`src/rtl/vga_pkg.sv`:
```
// ============================================================================
//  Module      : vga_pkg
//  Description : Shared definitions for the VGA frame-buffer scheduler.
//                Default display timing, frame-buffer depth, the RAM request
//                record used by the arbiter and a counter-width helper.
//  Revision    : 1.0 - initial release
// ============================================================================
`default_nettype none

package vga_pkg;

    // Default 800x500 timing with a 640x480 active window
    localparam int DEF_H_TOTAL     = 800;
    localparam int DEF_H_SYNC      = 160;
    localparam int DEF_H_ACT_START = 160;
    localparam int DEF_H_ACT_LEN   = 640;
    localparam int DEF_V_TOTAL     = 500;
    localparam int DEF_V_SYNC      = 20;
    localparam int DEF_V_ACT_START = 20;
    localparam int DEF_V_ACT_LEN   = 480;
    localparam int DEF_DATA_W      = 8;
    localparam int DEF_ADDR_W      = 19;

    // Number of words the frame buffer holds for the default geometry
    localparam int FB_DEPTH = DEF_H_ACT_LEN * DEF_V_ACT_LEN;

    // One RAM access as seen on the single memory port
    typedef struct packed {
        logic                  en;
        logic                  we;
        logic [DEF_ADDR_W-1:0] addr;
        logic [DEF_DATA_W-1:0] wdata;
    } mem_req_t;

    // Bits needed for a counter running 0..n-1 (at least one bit)
    function automatic int cnt_width(input int n);
        return (n <= 2) ? 1 : $clog2(n);
    endfunction

endpackage : vga_pkg

`default_nettype wire

```
`src/rtl/vga_timing_core.sv`:
```
// ============================================================================
//  Module      : vga_timing_core
//  Description : Horizontal/vertical raster counters with registered sync,
//                display-enable and frame-start decode, plus the
//                combinational display-read slot one pixel ahead of de.
//  Ports       : clk, rst        - clock, asynchronous active-high reset
//                hsyn, vsyn      - active-low syncs (registered)
//                de              - display enable (registered)
//                frame_start     - pulse for the h=0,v=0 output cycle
//                disp_rd         - this cycle must read the frame buffer
//                first_rd        - this is the first read of the frame
//  Revision    : 1.0 - initial release
// ============================================================================
`default_nettype none

module vga_timing_core
    import vga_pkg::*;
#(
    parameter int H_TOTAL     = DEF_H_TOTAL,
    parameter int H_SYNC      = DEF_H_SYNC,
    parameter int H_ACT_START = DEF_H_ACT_START,
    parameter int H_ACT_LEN   = DEF_H_ACT_LEN,
    parameter int V_TOTAL     = DEF_V_TOTAL,
    parameter int V_SYNC      = DEF_V_SYNC,
    parameter int V_ACT_START = DEF_V_ACT_START,
    parameter int V_ACT_LEN   = DEF_V_ACT_LEN
) (
    input  logic clk,
    input  logic rst,
    output logic hsyn,
    output logic vsyn,
    output logic de,
    output logic frame_start,
    output logic disp_rd,
    output logic first_rd
);

    localparam int HW = cnt_width(H_TOTAL);
    localparam int VW = cnt_width(V_TOTAL);

    // Boundaries pre-sized to the counter widths
    localparam logic [HW-1:0] c_h_last      = HW'(H_TOTAL - 1);
    localparam logic [HW-1:0] c_h_sync      = HW'(H_SYNC);
    localparam logic [HW-1:0] c_h_act_first = HW'(H_ACT_START);
    localparam logic [HW-1:0] c_h_act_last  = HW'(H_ACT_START + H_ACT_LEN - 1);
    localparam logic [HW-1:0] c_h_rd_first  = HW'(H_ACT_START - 1);
    localparam logic [HW-1:0] c_h_rd_last   = HW'(H_ACT_START + H_ACT_LEN - 2);
    localparam logic [VW-1:0] c_v_last      = VW'(V_TOTAL - 1);
    localparam logic [VW-1:0] c_v_sync      = VW'(V_SYNC);
    localparam logic [VW-1:0] c_v_act_first = VW'(V_ACT_START);
    localparam logic [VW-1:0] c_v_act_last  = VW'(V_ACT_START + V_ACT_LEN - 1);

    logic [HW-1:0] r_h;
    logic [VW-1:0] r_v;
    logic          r_hsyn;
    logic          r_vsyn;
    logic          r_de;
    logic          r_frame_start;

    logic w_h_wrap;
    logic w_v_act;
    logic w_h_act;
    logic w_h_rd;

    assign w_h_wrap = (r_h == c_h_last);
    assign w_v_act  = (r_v >= c_v_act_first) && (r_v <= c_v_act_last);
    assign w_h_act  = (r_h >= c_h_act_first) && (r_h <= c_h_act_last);
    assign w_h_rd   = (r_h >= c_h_rd_first)  && (r_h <= c_h_rd_last);

    // Both counters run on clk; v only steps in the cycle h wraps
    always_ff @(posedge clk or posedge rst) begin
        if (rst) begin
            r_h <= '0;
            r_v <= '0;
        end else begin
            if (w_h_wrap) begin
                r_h <= '0;
                if (r_v == c_v_last) begin
                    r_v <= '0;
                end else begin
                    r_v <= r_v + VW'(1);
                end
            end else begin
                r_h <= r_h + HW'(1);
            end
        end
    end

    // Decode of counter cycle c appears on the pins at c+1
    always_ff @(posedge clk or posedge rst) begin
        if (rst) begin
            r_hsyn        <= 1'b0;
            r_vsyn        <= 1'b0;
            r_de          <= 1'b0;
            r_frame_start <= 1'b0;
        end else begin
            r_hsyn        <= (r_h >= c_h_sync);
            r_vsyn        <= (r_v >= c_v_sync);
            r_de          <= w_h_act && w_v_act;
            r_frame_start <= (r_h == '0) && (r_v == '0);
        end
    end

    assign hsyn        = r_hsyn;
    assign vsyn        = r_vsyn;
    assign de          = r_de;
    assign frame_start = r_frame_start;

    // Held counters during reset could decode as a read slot for some
    // geometries; masking keeps the RAM port quiet while reset is asserted.
    assign disp_rd  = !rst && w_v_act && w_h_rd;
    assign first_rd = !rst && (r_v == c_v_act_first) && (r_h == c_h_rd_first);

endmodule : vga_timing_core

`default_nettype wire

```
`src/rtl/vga_fb_scheduler.sv`:
```
// ============================================================================
//  Module      : vga_fb_scheduler
//  Description : VGA display-timing controller owning a single-port frame
//                buffer. Display refresh reads take absolute priority; host
//                writes are granted in every cycle the display leaves free.
//  Ports       : clk, greset                  - clock, async active-high reset
//                hsyn, vsyn, de, pix_out      - registered VGA outputs
//                frame_start                  - pulse at the h=0,v=0 output
//                mem_en/we/addr/wdata, mem_rdata - frame-buffer RAM port
//                host_req/addr/wdata          - held host write request
//                host_gnt                     - write issued this cycle
//                host_err                     - out-of-range write dropped
//                DATA_W/ADDR_W must equal the widths of vga_pkg::mem_req_t.
//  Revision    : 1.0 - initial release
// ============================================================================
`default_nettype none

module vga_fb_scheduler
    import vga_pkg::*;
#(
    parameter int H_TOTAL     = DEF_H_TOTAL,
    parameter int H_SYNC      = DEF_H_SYNC,
    parameter int H_ACT_START = DEF_H_ACT_START,
    parameter int H_ACT_LEN   = DEF_H_ACT_LEN,
    parameter int V_TOTAL     = DEF_V_TOTAL,
    parameter int V_SYNC      = DEF_V_SYNC,
    parameter int V_ACT_START = DEF_V_ACT_START,
    parameter int V_ACT_LEN   = DEF_V_ACT_LEN,
    parameter int DATA_W      = DEF_DATA_W,
    parameter int ADDR_W      = DEF_ADDR_W
) (
    input  logic              clk,
    input  logic              greset,
    output logic              hsyn,
    output logic              vsyn,
    output logic              de,
    output logic [DATA_W-1:0] pix_out,
    output logic              frame_start,
    output logic              mem_en,
    output logic              mem_we,
    output logic [ADDR_W-1:0] mem_addr,
    output logic [DATA_W-1:0] mem_wdata,
    input  logic [DATA_W-1:0] mem_rdata,
    input  logic              host_req,
    input  logic [ADDR_W-1:0] host_addr,
    input  logic [DATA_W-1:0] host_wdata,
    output logic              host_gnt,
    output logic              host_err
);

    // Frame-buffer depth for the configured geometry, one bit wider than
    // an address so a full 2^ADDR_W buffer still compares correctly.
    localparam logic [ADDR_W:0] c_fb_depth = (ADDR_W + 1)'(H_ACT_LEN * V_ACT_LEN);

    logic w_disp_rd;
    logic w_first_rd;

    vga_timing_core #(
        .H_TOTAL     (H_TOTAL),
        .H_SYNC      (H_SYNC),
        .H_ACT_START (H_ACT_START),
        .H_ACT_LEN   (H_ACT_LEN),
        .V_TOTAL     (V_TOTAL),
        .V_SYNC      (V_SYNC),
        .V_ACT_START (V_ACT_START),
        .V_ACT_LEN   (V_ACT_LEN)
    ) u_timing (
        .clk         (clk),
        .rst         (greset),
        .hsyn        (hsyn),
        .vsyn        (vsyn),
        .de          (de),
        .frame_start (frame_start),
        .disp_rd     (w_disp_rd),
        .first_rd    (w_first_rd)
    );

    // ------------------------------------------------------------------
    // Display read address
    // ------------------------------------------------------------------
    logic [ADDR_W-1:0] r_rd_addr;
    logic [ADDR_W-1:0] w_rd_addr;

    // The first read of each frame uses address 0 directly, so the frame
    // restarts cleanly whatever the counter was left at.
    assign w_rd_addr = w_first_rd ? '0 : r_rd_addr;

    always_ff @(posedge clk or posedge greset) begin
        if (greset) begin
            r_rd_addr <= '0;
        end else if (w_disp_rd) begin
            r_rd_addr <= w_rd_addr + ADDR_W'(1);
        end
    end

    // ------------------------------------------------------------------
    // Arbiter: display first, host in any remaining cycle
    // ------------------------------------------------------------------
    logic [ADDR_W-1:0] r_hold_addr;
    logic [DATA_W-1:0] r_hold_wdata;
    logic              w_in_range;
    mem_req_t          w_req;

    assign w_in_range = ({1'b0, host_addr} < c_fb_depth);

    always_comb begin
        // Idle: no access, address/data keep their last driven value
        w_req.en    = 1'b0;
        w_req.we    = 1'b0;
        w_req.addr  = r_hold_addr;
        w_req.wdata = r_hold_wdata;
        host_gnt    = 1'b0;
        if (w_disp_rd) begin
            w_req.en   = 1'b1;
            w_req.addr = w_rd_addr;
        end else if (host_req && !greset) begin
            // Out-of-range writes are still granted (and retired) but
            // never reach the RAM array.
            host_gnt    = 1'b1;
            w_req.en    = 1'b1;
            w_req.we    = w_in_range;
            w_req.addr  = host_addr;
            w_req.wdata = host_wdata;
        end
    end

    always_ff @(posedge clk or posedge greset) begin
        if (greset) begin
            r_hold_addr  <= '0;
            r_hold_wdata <= '0;
        end else if (w_req.en) begin
            r_hold_addr  <= w_req.addr;
            r_hold_wdata <= w_req.wdata;
        end
    end

    assign mem_en    = w_req.en;
    assign mem_we    = w_req.we;
    assign mem_addr  = w_req.addr;
    assign mem_wdata = w_req.wdata;

    // ------------------------------------------------------------------
    // Error pulse and pixel register
    // ------------------------------------------------------------------
    logic              r_host_err;
    logic              r_rd_pend;
    logic [DATA_W-1:0] r_pix;

    always_ff @(posedge clk or posedge greset) begin
        if (greset) begin
            r_host_err <= 1'b0;
        end else begin
            r_host_err <= host_gnt && !w_in_range;
        end
    end

    // A read issued one cycle ahead of the pixel returns data in the
    // cycle whose decode produces de, so the one-cycle-delayed read flag
    // lines pix_out up with de and forces zero elsewhere.
    always_ff @(posedge clk or posedge greset) begin
        if (greset) begin
            r_rd_pend <= 1'b0;
            r_pix     <= '0;
        end else begin
            r_rd_pend <= w_disp_rd;
            r_pix     <= r_rd_pend ? mem_rdata : '0;
        end
    end

    assign host_err = r_host_err;
    assign pix_out  = r_pix;

endmodule : vga_fb_scheduler

`default_nettype wire

```
`config.mk`:
```
export PLATFORM = sky130hd
export DESIGN_NAME = vga_fb_scheduler
export DESIGN_NICKNAME = d
export VERILOG_FILES = /design/src/rtl/vga_pkg.sv /design/src/rtl/vga_timing_core.sv /design/src/rtl/vga_fb_scheduler.sv
export SDC_FILE = /design/constraint.sdc
export NUM_CORES = 1
export LEC_CHECK = 0
export ABC_AREA = 1
export CAP_MARGIN = 20
export CORE_MARGIN = 1
export CORE_UTILIZATION = 56
export DETAILED_ROUTE_END_ITERATION = 12
export PLACE_DENSITY = 0.86
export SYNTH_ARGS = -nofsm -noshare
export SYNTH_HDL_FRONTEND = slang
export SYNTH_SLANG_ARGS = --single-unit
export TNS_END_PERCENT = 30
```
`constraint.sdc`:
```
create_clock -name clk -period 15.6 [get_ports clk]
set_input_delay 4.68 -clock clk [delete_from_list [all_inputs] [get_ports clk]]
set_output_delay 4.68 -clock clk [all_outputs]
set_load 0.01 [all_outputs]
```
==> reports/metrics.cfg, run 1 <==
[power]
p_int_mw=0.321
swShare_pct=24.2
pwr-share-seq_pct=50.9
power.density_nw_per_um2=82.0
p_clk_share_pct=35.3
pwr-share-comb_pct=13.8
p_sw_mw=0.103
p_leak_nw=2.49
ir_drop_mv=0.0453
power_mw=0.424

[yosys]
postSynthCellCount=511
syn_avg_cell_area_um2=8.09
synth_cell_type_count=32
synth-seq-area-share_pct=47.8
syn_area_um2=4130
ys_warn_count=0
synth_edf_count=0
synthFlopType=dfrtp_1
synth_seq_cells=79
syn_nets=555
synthArstFlopShare_pct=100

[clock_tree]
htreeDepth=3
cts_buffers=9
clockRootBuffer=clkbuf_8
cts_setup_buffers=0
clk_path_buf_depth=2
clock_latency_ns=0.35
clk_pin_slew_ns=0.07
cts_num_sinks=79
postCtsHoldBufs=0
cts_resized=0
cts_tree=built

[sta]
setup_viol=0
final.setup_skew_ns=0.0118
rsz0062_at_grt=false
post-route-min-period_ns=12.24
fmax_mhz=81.7
fin_setup_tns_ns=0
setup_ws_ns=3.36
hold_violations=0
fin_crit_sh_pct=78.5
slew_headroom_pct=36.5
tightest_slew_ns=0.953
maxSlewViolCount=0

[min_path]
worstHoldPathType=register to register
worstHoldPathCells=1
min_to=u_timing.r_h[0]$_DFF_PP0_
min_from=u_timing.r_h[0]$_DFF_PP0_

[worst_setup_path]
critical-path-top-delay-family=buffers and inverters
path_buf_inv=6
path_cells=clkdlybuf4s50_1 -> clkinv_2 -> buf_4 -> nand2_1 -> inv_1 -> nand2_4 -> inv_2 -> nand2_1 -> o211ai_1 -> clkdlybuf4s50_1
endpoint_kind=output pin
reg2reg_depth=16
start_kind=primary input
r2r-start=u_timing.r_h[1]$_DFF_PP0_
cp_max_fo=80
required_ns=10.92
crit_path_top_delay_cell=buf_4
critPathKind=primary input to output pin
r2r-end=r_rd_addr[16]$_DFFE_PP0P_
cp.arrival_ns=7.56
critPathMaxStageDelay_ns=0.74
reg2reg_slack_ns=12.81

[routing]
viasPerCell=5.34
drc=0
route.vias.total=3683
routed_wl_mm=9.14
routedWlPerCell_um=13.3
dr.pass1.iters=5
dr.first_iter.drc_count=140
ant_nets=0

[placement]
port_buffers=80
dp_hpwl_mm=6.60
dpl.cell_count=674
place.gp.congestion=0.925
dp_slack_ns=3.28

[cells_and_area]
nNetsFinal=633
finalNonFillerCells=690
area_delta_synth_final_pct=25.2
drive_gt1_share_pct=8.25
fillers=521
n_antenna_cell=0

[global_routing]
grtUsageMet2_pct=44.7
grt_pass1_vias=3518
grt_max_degree=81
grt_pass1_wl_mm=15.5
top_usage_layer=met2
antenna_found_initial=0
grt.met1_usage_pct=32.9
met3_usage_pct=3.96
track_usage_pct=26.0
overflow=0

[floorplan]
fp.dieW_um=87.9
pin_count=81
start_util_pct=59.5
die_h_um=87.9
rows=30
core_area_um2=6940
die_area_um2=7730

[outcome]
run_status=finished clean

[job]
cap_violations=0

## worst register-to-register path: cells and delay by family (launching register included)
kind	cells	cell delay [ns]
adders and majority gates	2	0.44
buffers and inverters	2	0.19
DFF	1	0.41
and+or+nand+nor	12	1.65
## how the worst max path moves through the flow
stage,startpoint,to,cells after the start
2_1_floorplan,greset,mem_addr[10],9
3_3_place_gp,greset,mem_addr[12],10
3_5_place_dp,greset,mem_addr[12],10
4_1_cts,greset,mem_addr[12],10
5_1_grt,greset,mem_addr[12],10
6_report,greset,mem_addr[12],10
## power groups by stage
stage	Clock, mW	Sequential (mW)	Combinational (mW)
2_1_floorplan	0	0.219	0.0273
3_3_place_gp	0	0.219	0.0581
3_5_place_dp	0	0.220	0.0594
4_1_cts	0.151	0.216	0.0597
5_1_grt	0.162	0.216	0.0645
6_report	0.150	0.216	0.0587
## layout by cell type, fill, tap and decap left out
cell	n
nand2_1	157
clkdlybuf4s50_1	80
dfrtp_1	79
inv_1	60
nor2_1	39
nand3_1	32
o211ai_1	27
clkbuf_8	13
o21ai_0	11
nand4_1	11
xor2_1	9
a21oi_1	8
nor2_2	8
nor3_1	6
o221ai_1	6
ha_1	6
inv_2	5
nor2_4	5
nand2_2	4
nand2_4	4
and3_1	3
nand3_2	3
nor4_1	3
a31oi_1	2
a211oi_1	2
clkinvlp_4	2
buf_4	2
a21boi_1	1
clkinv_2	1
or2_2	1
o21a_1	1
xnor2_1	1
o21bai_1	1
inv_6	1
## metal layers
metal  wire length [um]  share of wire, %  vias up
met4                172               1.9        0
met2               4590                50       90
met5                  0                 0        -
met1               4020                44     1755
li1                   -                 -     1821
met3                359               3.9       17
## through the flow
step	area, um2	hold slack [ns]	util, %
final	5170	0.465	74.5
after global routing	5170	0.486	74.5
after floorplan	4130	0.432	-
after global placement	4970	0.452	71.6
after CTS	5170	0.468	74.5
after detailed placement	4970	0.457	71.6
## flip-flops by register name (all words and copies together), names as in the netlist, 8 cells and up
signal / cells
r_hold_addr: 19
r_rd_addr: 19
u_timing.r_h: 10
u_timing.r_v: 9
pix_out: 8
r_hold_wdata: 8
## cell usage after synthesis, types with 3 or more instances
master    count  share of area, %
nand2_1     157                14
nand2_2       4              0.61
inv_2         5              0.45
nand3_2       3              0.73
nor3_1        6              0.73
nor2_2        8               1.2
nand4_1      11               1.7
xor2_1        9               1.9
a21oi_1       8              0.97
clkbuf_1      5              0.45
and3_1        3              0.45
nand2_4       4               1.1
o221ai_1      6               1.3
dfrtp_1      79                48
o21ai_0      11               1.3
nand3_1      32               3.9
o211ai_1     27               4.9
inv_1        61               5.5
buf_2         4              0.48
ha_1          6               1.8
nor2_4        5               1.4
nor2_1       39               3.5
nor4_1        3              0.45
buf_6         4               1.1
## kinds of logic after synthesis
| family | Yosys count | share of synthesized area [%] |
|---|---|---|
| AND/OR/NAND/NOR | 276 | 30.1 |
| XOR/XNOR | 10 | 2.12 |
| buffers and inverters | 81 | 8.39 |
| flip-flops | 79 | 47.8 |
| adder cells (fa/ha/maj) | 6 | 1.82 |
| AO/OA/AOI/OAI | 59 | 9.69 |
## final cells by class
cell class                      count  area [um2]  area share (%)
Tap cell                           96         120            2.32
Inverter                           66         249            4.81
Multi-Input combinational cell    351        1810            35.0
Clock buffer                       13         179            3.46
Clock inverter                      3        23.8           0.460
Timing Repair Buffer               82         816            15.8
Sequential cell                    79        1980            38.2
Power figures use the tool's default switching activity.
==> run 2, diff against run 1 <==
--- a/config.mk
+++ b/config.mk
@@ -8,9 +8,9 @@
 export ABC_AREA = 1
 export CAP_MARGIN = 20
 export CORE_MARGIN = 1
-export CORE_UTILIZATION = 56
+export CORE_UTILIZATION = 52
 export DETAILED_ROUTE_END_ITERATION = 12
-export PLACE_DENSITY = 0.86
+export PLACE_DENSITY = 0.8
 export SYNTH_ARGS = -nofsm -noshare
 export SYNTH_HDL_FRONTEND = slang
 export SYNTH_SLANG_ARGS = --single-unit
==> constraint.sdc (replaced) <==
create_clock -name clk -period 12.45 [get_ports clk]
set_input_delay 3.735 -clock clk [delete_from_list [all_inputs] [get_ports clk]]
set_output_delay 3.735 -clock clk [all_outputs]
set_load 0.01 [all_outputs]
==> run 2 against run 1 <==
  * Global-route usage shrank 3.3 points
  * Final area barely moved
  * Wire length decreased by 2.9%
  * Power up 25%
  * Clock-buffer cell count down 2
  * Hold slack got worse by 0.0032 ns
  * Worst setup slack got worse by 1.3 ns
  * Non-clock buffer count is the same
  * Sequential share of layout area about the same
  * Sequential power increased by 25%
  * Critical path depth shrank 1
  * Clock power increased by 25%
  * Critical path type unchanged
  * Largest power group unchanged
==> reports/metrics.cfg, run 2 (same netlist as run 1, synthesis figures left out) <==
[outcome]
run_status=finished clean  ; unchanged

[placement]
port_buffers=80  ; unchanged
place_area_um2=4980  ; was 4970 um2
place.gp.congestion=0.882  ; was 0.925
dp_hpwl_mm=6.56  ; was 6.60 mm

[clock_tree]
clk_pin_slew_ns=0.07  ; about the same
cts_buffers=9  ; unchanged
cts_tree=built  ; unchanged
htreeDepth=3  ; unchanged
postCtsHoldBufs=0  ; unchanged
cts_num_sinks=79  ; unchanged
cts_setup_buffers=0  ; unchanged
clockRootBuffer=clkbuf_8  ; unchanged
clk_path_buf_depth=2  ; unchanged
cts_resized=0  ; unchanged
clock_latency_ns=0.34  ; was 0.35 ns

[sta]
holdWs_ns=0.462  ; was 0.465 ns
hold_violations=0  ; unchanged
post-route-min-period_ns=10.42
slew_headroom_pct=43.6  ; was 36.5%
fin_crit_sh_pct=83.7
maxSlewViolCount=0  ; unchanged
rsz0062_at_grt=false  ; unchanged
fmax_mhz=96.0
final.setup_skew_ns=0.00735  ; was 0.0118 ns
fin_setup_tns_ns=0  ; unchanged
tightest_slew_ns=0.845  ; was 0.953 ns
setup_viol=0  ; unchanged

[worst_setup_path]
r2r-start=u_timing.r_h[1]$_DFF_PP0_  ; unchanged
endpoint_kind=output pin  ; unchanged
setup.worst_path.start=greset  ; unchanged
cp_max_fo=28  ; was 80
r2r-end=r_rd_addr[16]$_DFFE_PP0P_  ; unchanged
critPathKind=primary input to output pin  ; unchanged
reg2reg_slack_ns=9.62  ; was 12.81 ns
cp.arrival_ns=6.68  ; was 7.56 ns
crit_end=mem_addr[10]  ; was mem_addr[12]
start_kind=primary input  ; unchanged
required_ns=8.71  ; was 10.92 ns
reg2reg_depth=16  ; unchanged

[min_path]
worstHoldPathType=register to register  ; unchanged

[cells_and_area]
fillers=662  ; was 521
top_regs=r_hold_addr (19), r_rd_addr (19), u_timing.r_h (10)  ; unchanged
layout_common_cells=nand2_1, clkdlybuf4s50_1, dfrtp_1  ; unchanged
nNetsFinal=633  ; unchanged
fin_area_um2=5170  ; about the same
area_delta_synth_final_pct=25.2  ; about the same
n_antenna_cell=0  ; unchanged
drive_gt1_share_pct=8.09  ; was 8.25%
final_common_cell=nand2_1  ; unchanged

[global_routing]
grtUsageMet2_pct=39.1  ; was 44.7%
grt.met1_usage_pct=27.9  ; was 32.9%
grt_max_degree=57  ; was 81
track_usage_pct=22.7  ; was 26.0%
overflow=0  ; unchanged
grt_pass1_wl_mm=15.0  ; was 15.5 mm
antenna_found_initial=0  ; unchanged
grt_pass1_vias=3458  ; was 3518
met3_usage_pct=3.52  ; was 3.96%
top_usage_layer=met2  ; unchanged

[floorplan]
die_h_um=91.1  ; was 87.9 um
fp.dieW_um=91.1  ; was 87.9 um
die_area_um2=8310  ; was 7730 um2
rows=32  ; was 30
pin_count=81  ; unchanged
start_util_pct=53.7  ; was 59.5%
core_area_um2=7690  ; was 6940 um2

[power]
ir_drop_mv=0.0605  ; was 0.0453 mV
power.density_nw_per_um2=103  ; was 82.0 nW/um2
p_leak_nw=2.50  ; was 2.49 nW
power_mw=0.532  ; was 0.424 mW

[routing]
routed_wl_mm=8.88  ; was 9.14 mm
routedWlPerCell_um=12.8  ; was 13.3 um
ant_nets=0  ; unchanged
dr.first_iter.drc_count=214  ; was 140
drc=0  ; unchanged
dr.pass1.iters=4  ; was 5
viasPerCell=5.19  ; was 5.34
route.vias.total=3606  ; was 3683

[job]
cap_violations=0  ; unchanged

run 2: worst min path at each step:
| stage | start | endpoint | slack, ns | cells past startpoint |
|---|---|---|---|---|
| 4_1_cts | u_timing.r_h[0]$_DFF_PP0_ | u_timing.r_h[0]$_DFF_PP0_ | 0.46 | 1 |
| 5_1_grt | r_hold_wdata[0]$_DFFE_PP0P_ | r_hold_wdata[0]$_DFFE_PP0P_ | 0.50 | 2 |
| 3_5_place_dp | u_timing.r_h[0]$_DFF_PP0_ | u_timing.r_h[0]$_DFF_PP0_ | 0.45 | 1 |
| 6_report | u_timing.r_h[0]$_DFF_PP0_ | u_timing.r_h[0]$_DFF_PP0_ | 0.46 | 1 |
| 3_3_place_gp | u_timing.r_h[0]$_DFF_PP0_ | u_timing.r_h[0]$_DFF_PP0_ | 0.45 | 1 |
| 2_1_floorplan | u_timing.r_h[0]$_DFF_PP0_ | u_timing.r_h[0]$_DFF_PP0_ | 0.43 | 1 |
run 2: stage by stage:
step	setup slack (ns)	utilization, %	instances
2_1_floorplan	2.20	-	511
3_3_place_gp	1.99	64.7	680
3_5_place_dp	1.99	64.7	680
4_1_cts	1.98	67.3	695
5_1_grt	1.71	67.3	695
6_report	2.03	67.3	695
run 2: per-layer routing:
layer / wire length [um] / up-vias
met4: 182 / 0
met3: 416 / 18
li1: - / 1812
met1: 4000 / 1674
met5: 0 / -
met2: 4280 / 102
run 2: area by class of cell:
type                       instances  area [um2]  area share [%]
timing repair buffer              82         816            15.8
tap                              102         128            2.47
sequential                        79        1980            38.2
inverter                          66         249            4.81
clock inverter                     4        45.0           0.871
clock buffer                      11         151            2.93
multi-input combinational        351        1810            34.9
run 2: worst max-delay path: stages:
cell and delay, ns:
clkdlybuf4s50_1 0.42, clkinv_2 0.33, nand3_1 0.15, nor2_2 0.68
nor2_1 0.38, buf_4 0.28, nand2_1 0.09, o211ai_1 0.10
clkdlybuf4s50_1 0.50
run 2: where the power goes:
group / switching [mW] / internal [mW]
sequential: 0.00288 / 0.267
combinational: 0.0334 / 0.0403
clock: 0.0867 / 0.101
total: 0.123 / 0.409
